$ cat config.mk
export PLATFORM = sky130hd
export DESIGN_NAME = ula_sequenciador
export DESIGN_NICKNAME = d
export VERILOG_FILES = /design/src/rtl/ula_pkg.sv /design/src/rtl/banco_registradores.sv /design/src/rtl/ula_sequenciador.sv
export SDC_FILE = /design/constraint.sdc
export NUM_CORES = 1
export LEC_CHECK = 0
export ABC_AREA = 1
export CAP_MARGIN = 20
export CORE_MARGIN = 1.5
export CORE_UTILIZATION = 53
export DETAILED_ROUTE_END_ITERATION = 8
export PLACE_DENSITY = 0.85
export SYNTH_ARGS = -nofsm -noshare
export SYNTH_HDL_FRONTEND = slang
export SYNTH_SLANG_ARGS = --single-unit
$ cat constraint.sdc
create_clock -name clock -period 1.8 [get_ports clock]
set_clock_uncertainty 0.2 [all_clocks]
set_input_delay 0.36 -clock clock [delete_from_list [all_inputs] [get_ports clock]]
set_output_delay 0.36 -clock clock [all_outputs]
set_load 0.02 [all_outputs]
$ cat src/rtl/ula_pkg.sv
// Shared constants for the ALU sequencer: opcode map, data width and
// the sequencer state encoding.
package ula_pkg;

    localparam int LARGURA = 8;

    localparam logic [3:0] OP_SOMA        = 4'd0;
    localparam logic [3:0] OP_SUB         = 4'd1;
    localparam logic [3:0] OP_IGUAL       = 4'd2;
    localparam logic [3:0] OP_DIFERENTE   = 4'd3;
    localparam logic [3:0] OP_MAIOR       = 4'd4;
    localparam logic [3:0] OP_MENOR       = 4'd5;
    localparam logic [3:0] OP_MAIOR_IGUAL = 4'd6;
    localparam logic [3:0] OP_NOT         = 4'd7;
    localparam logic [3:0] OP_AND         = 4'd8;
    localparam logic [3:0] OP_OR          = 4'd9;
    localparam logic [3:0] OP_XOR         = 4'd10;
    localparam logic [3:0] OP_XNOR        = 4'd11;
    localparam logic [3:0] OP_LOAD        = 4'd12;

    typedef enum logic [1:0] {
        OCIOSO  = 2'd0,
        EXECUTA = 2'd1,
        ESCREVE = 2'd2
    } estado_t;

    // What the ESCREVE cycle has to do with the pending command.
    typedef enum logic [1:0] {
        TIPO_ULA  = 2'd0,
        TIPO_LOAD = 2'd1,
        TIPO_ERRO = 2'd2
    } tipo_t;

endpackage

$ cat src/rtl/banco_registradores.sv
// Small general-purpose register bank: two combinational operand reads,
// one combinational debug read and one synchronous write port.
module banco_registradores
    import ula_pkg::*;
#(
    parameter int NUM_REGS = 4,
    parameter int END_W    = 2
) (
    input  logic               clock,
    input  logic               reset_n,
    input  logic [END_W-1:0]   end_a,
    input  logic [END_W-1:0]   end_b,
    input  logic [END_W-1:0]   end_leitura,
    input  logic               escrita_en,
    input  logic [END_W-1:0]   end_escrita,
    input  logic [LARGURA-1:0] dados_escrita,
    output logic [LARGURA-1:0] dados_a,
    output logic [LARGURA-1:0] dados_b,
    output logic [LARGURA-1:0] dados_leitura
);

    logic [LARGURA-1:0] regs [NUM_REGS];

    // NOTE: the bank is only a handful of flops, so it is cleared on reset like
    // any other state; a large RAM-style array would normally be left unreset.
    always_ff @(posedge clock or negedge reset_n) begin
        if (!reset_n) begin
            for (int i = 0; i < NUM_REGS; i++) begin
                regs[i] <= '0;
            end
        end else if (escrita_en) begin
            regs[end_escrita] <= dados_escrita;
        end
    end

    assign dados_a       = regs[end_a];
    assign dados_b       = regs[end_b];
    assign dados_leitura = regs[end_leitura];

endmodule

$ cat src/rtl/ula_sequenciador.sv
// Command sequencer in front of the 8-bit ALU: reads operands from the bank,
// drives the ALU, then writes the registered ALU result back one cycle later.
module ula_sequenciador
    import ula_pkg::*;
#(
    parameter int NUM_REGS = 4,
    parameter int END_W    = 2
) (
    input  logic               clock,
    input  logic               reset_n,
    input  logic               cmd_valid,
    output logic               cmd_ready,
    input  logic [3:0]         cmd_opCode,
    input  logic [END_W-1:0]   cmd_fonteA,
    input  logic [END_W-1:0]   cmd_fonteB,
    input  logic [END_W-1:0]   cmd_destino,
    input  logic [LARGURA-1:0] cmd_imediato,
    output logic [LARGURA-1:0] entradaA8Bits,
    output logic [LARGURA-1:0] entradaB8Bits,
    output logic [3:0]         opCode,
    input  logic [LARGURA:0]   saida9Bits,
    output logic               res_valid,
    output logic [LARGURA:0]   res_dados,
    output logic               res_erro,
    output logic               flag_carry,
    input  logic [END_W-1:0]   leitura_end,
    output logic [LARGURA-1:0] leitura_dados
);

    estado_t            estado, prox_estado;
    tipo_t              tipo;
    logic [END_W-1:0]   destino;
    logic [LARGURA-1:0] imediato;
    logic               aceita;
    logic               finaliza;
    logic               escrita_en;
    logic [LARGURA-1:0] dados_escrita;
    logic [LARGURA-1:0] dados_a, dados_b;

    banco_registradores #(
        .NUM_REGS (NUM_REGS),
        .END_W    (END_W)
    ) u_banco (
        .clock         (clock),
        .reset_n       (reset_n),
        .end_a         (cmd_fonteA),
        .end_b         (cmd_fonteB),
        .end_leitura   (leitura_end),
        .escrita_en    (escrita_en),
        .end_escrita   (destino),
        .dados_escrita (dados_escrita),
        .dados_a       (dados_a),
        .dados_b       (dados_b),
        .dados_leitura (leitura_dados)
    );

    assign cmd_ready = (estado == OCIOSO);

    always_ff @(posedge clock or negedge reset_n) begin
        if (!reset_n) begin
            estado <= OCIOSO;
        end else begin
            estado <= prox_estado;
        end
    end

    // NOTE: every signal driven here gets a default first, so no branch can
    // leave one unassigned and infer a latch.
    always_comb begin
        prox_estado = estado;
        aceita      = 1'b0;
        finaliza    = 1'b0;
        unique case (estado)
            OCIOSO: begin
                if (cmd_valid) begin
                    aceita      = 1'b1;
                    prox_estado = (cmd_opCode <= OP_XNOR) ? EXECUTA : ESCREVE;
                end
            end
            EXECUTA: prox_estado = ESCREVE;
            ESCREVE: begin
                finaliza    = 1'b1;
                prox_estado = OCIOSO;
            end
            default: prox_estado = OCIOSO;
        endcase
    end

    assign escrita_en    = finaliza && (tipo != TIPO_ERRO);
    assign dados_escrita = (tipo == TIPO_LOAD) ? imediato : saida9Bits[LARGURA-1:0];

    // NOTE: clocked state is assigned with <= only, so every flop samples the
    // values from before the edge regardless of statement order.
    always_ff @(posedge clock or negedge reset_n) begin
        if (!reset_n) begin
            tipo          <= TIPO_ULA;
            destino       <= '0;
            imediato      <= '0;
            entradaA8Bits <= '0;
            entradaB8Bits <= '0;
            opCode        <= '0;
            res_valid     <= 1'b0;
            res_dados     <= '0;
            res_erro      <= 1'b0;
            flag_carry    <= 1'b0;
        end else begin
            res_valid <= finaliza;
            if (aceita) begin
                destino  <= cmd_destino;
                imediato <= cmd_imediato;
                if (cmd_opCode <= OP_XNOR) begin
                    tipo          <= TIPO_ULA;
                    entradaA8Bits <= dados_a;
                    entradaB8Bits <= dados_b;
                    opCode        <= cmd_opCode;
                end else if (cmd_opCode == OP_LOAD) begin
                    tipo <= TIPO_LOAD;
                end else begin
                    tipo <= TIPO_ERRO;
                end
            end
            if (finaliza) begin
                unique case (tipo)
                    TIPO_ULA: begin
                        res_dados  <= saida9Bits;
                        flag_carry <= saida9Bits[LARGURA];
                        res_erro   <= 1'b0;
                    end
                    TIPO_LOAD: begin
                        res_dados <= {1'b0, imediato};
                        res_erro  <= 1'b0;
                    end
                    default: begin
                        res_dados <= '0;
                        res_erro  <= 1'b1;
                    end
                endcase
            end
        end
    end

endmodule

==> metrics.txt <==
status=finished with violations; failing checks=negative setup slack; FMAX=550.5 MHz; critical path type=reg -> out; flops & latches, synth=78; met3 Usage GRT=roughly 5.7%; Final Setup Violations=1; Crit path largest cell delay=410 ps; Worst Setup EP=leitura_dados[5]; Syn Area/Cell=7.054 sq um; total grt overflow=0; Final ANT Viol Nets=0; sequential power share=37.2%; Critical Path, Cell by Cell=inv_2 -> nand2_2 -> o211ai_1 -> nand2_1 -> buf_6; P_int=0.004658 W; worst reg2reg endpoint=u_banco.regs[0]; RSZ-0062 raised after global routing=yes; max cap viols=0; num rows=31; Synth cell types=18; Reg2Reg Depth=4; Net Count, Synth=609; Clock Root Buffer=clkbuf_8; port bufs=72; Die Ht=roughly 91 um; CTS tree=yes; CP Buf/Inv Count=2; via count=approximately 4300; share of layout cells above drive strength 1=17.40%; DR DRC count=0; register area share after synthesis=47.96%; largest net degree at the start of global routing=32; IO Pins=73; 1st-iter DRT viols=371; starting density of the core=55.52%; final core utilization=75.75%; peak supply drop=0.0009735 V; Critical Path Stages=5; Worst Hold Class=in -> async; Slew Limit Fails=0; die width=90.63 um; combinational share of power=between 40% and 50%; Syn Std Cell Area=0.004070 sq mm; Clock Sinks=between 70 and 80; CP Capture Type=primary output; DP HPWL=8713 um; r2r startpoint=estado[0]; htree depth=3; final wirelength=12000 um; Area growth, synth to finish=36.43%; Synth Instances=577; met1 GRT Util=38.79%; cell total after placement=769; clock power share=18.0%; CP Max Fanout=2; first-pass GRT wire length=19920 um; Max Root-Sink Buffers=2; # diodes=0; Ys Warns=0; P_leak=3.051 nW; Clock transition at path regs=90 ps; Placer Congestion=0.9205; Routed WL per cell=15.00 um; layer with the highest usage=met2; critical path required time=1240 ps; Fin. Hold Viols=0; Tmin final=about 1800 ps; Vias/cell=5.341; Setup WS post-layout=-16.54 ps; Overall Global Routing Usage=between 30 and 40%; core area=between 0.007 and 0.008 sq mm; fillcell total=592; Synth area leader=dfrtp_1; Num CTS Buffers=9; delay-heaviest family, CP=flip-flops; Final Cycle Share=100.9%; area share of the largest cell type after synthesis=47.96%; critical path's slowest cell=dfrtp_1; CP startpoint kind=flip-flop; Final Non-Filler Cells=800; clock latency on the worst-skew pair=roughly 360 ps; PD cells=1426 mW/mm^2; Layout Nets=728; Pre-antenna DRT Iters=5; vias in the first global route=a little over 4000; switch share=41.18%; Die ar.=0.008214 sq mm; GR Util met2=51.13%; switching pwr=0.003261 W; Worst Setup SP=u_banco.regs[5]; Worst slew margin=62.76%; Worst-Margin Slew=between 500 and 600 ps; Area contributors post-synth=dfrtp_1 48%, nand2_1 30%, nand3_1 5.9%, inv_1 3.9%, o21ai_0 2.7%; initial antenna violation count=0; flop-to-flop setup slack=210 ps; Critical Path AT=1260 ps
[metal layers]
metal  share of wire (%)  routed length, um
met1                  42               5029
met2                  50               6015
met3                 5.7                684
met4                 2.2                268
met5                   0                  0
[cells in the final DEF (no fill, tap or decap), types with 4 or more instances in the layout]
cell type	count
buf_6	7
nand4_1	4
inv_2	19
nand3_1	48
inv_6	4
o21ai_1	8
nand2_1	325
a21oi_1	5
dfrtp_1	77
dlygate4sd2_1	33
clkdlybuf4s50_1	28
o21ai_0	14
buf_4	52
nor2_4	7
a21oi_2	4
clkbuf_8	9
inv_1	26
buf_12	8
o211ai_1	8
[through the flow]
| stage | TNS, ps | cell area, sq um | power, W | hold slack (ps) | setup slack (ps) |
|---|---|---|---|---|---|
| after detailed placement | -8062 | 5230 | 0.006361 | 141.9 | -688.9 |
| after global placement | -6807 | 5230 | 0.006252 | 127.0 | -655.8 |
| after global routing | -229.0 | 5553 | 0.008415 | 307.6 | -49.71 |
| after floorplan | 0 | 4070 | 0.004614 | -135.6 | 206.5 |
| final | -16.54 | 5553 | 0.007919 | 275.7 | -16.54 |
| after CTS | 0 | 5420 | 0.007600 | 278.4 | 0.2524 |
[kinds of logic (layout without fill, tap and decap cells)]
kind of cell / after synthesis / after routing / share of synthesized area [%]
buf+inv: 69 / 193 / 7.101
flops: 78 / 78 / 47.96
compound gates: 39 / 39 / 5.288
simple gates: 391 / 391 / 39.66
[worst min-delay path by stage]
stage,to,slack (ps),depth (start not counted)
2_1_floorplan,destino[0],-140,0
3_3_place_gp,u_banco.regs[23],130,1
3_5_place_dp,u_banco.regs[23],140,1
4_1_cts,opCode[3],280,2
5_1_grt,u_banco.regs[23],310,2
6_report,u_banco.regs[23],280,2
[cell type report]
cell class	count	area (sq um)	area share (%)
well taps	99	123.9	2.231
inverters	45	168.9	3.042
multi-input cells	430	1847	33.26
clock inverters	7	85.08	1.532
flip-flops and latches	78	1953	35.17
repair buffers	132	1251	22.53
clock buffers	9	123.9	2.231
[power by group through the flow]
stage / sequential [W] / clock, W / combinational, W
2_1_floorplan: 0.00313 / 0 / 0.00148
5_1_grt: 0.00301 / 0.00150 / 0.00391
3_3_place_gp: 0.00290 / 0 / 0.00335
6_report: 0.00294 / 0.00142 / 0.00355
4_1_cts: 0.00290 / 0.00143 / 0.00327
3_5_place_dp: 0.00293 / 0 / 0.00343
[sequential cells by signal, summed over array words and instances, names as in the netlist]
signal and count:
u_banco.regs 32, res_dados 9, entradaA8Bits 8, entradaB8Bits 8, imediato 8, opCode 4
destino 2, estado 2, tipo 2, flag_carry 1, res_erro 1, res_valid 1
[synth_stat cells (all sizes together)]
cell type / n
nor2: 9
clkbuf: 7
nand4: 4
a21oi: 9
dfrtp: 78
inv: 45
nor3: 1
o211ai: 8
nand2: 328
o21ai: 22
nand3: 48
buf: 17
or2: 1
[timing repair]
action,CTS,global route
endpoints found under the setup margin,41,9
setup buffers,0,13
gates cloned,1,0
gates resized for setup,88,30
pin swaps,3,6
hold buffers,1,0
hold endpoints to repair,29,0
Power figures use the tool's default switching activity.
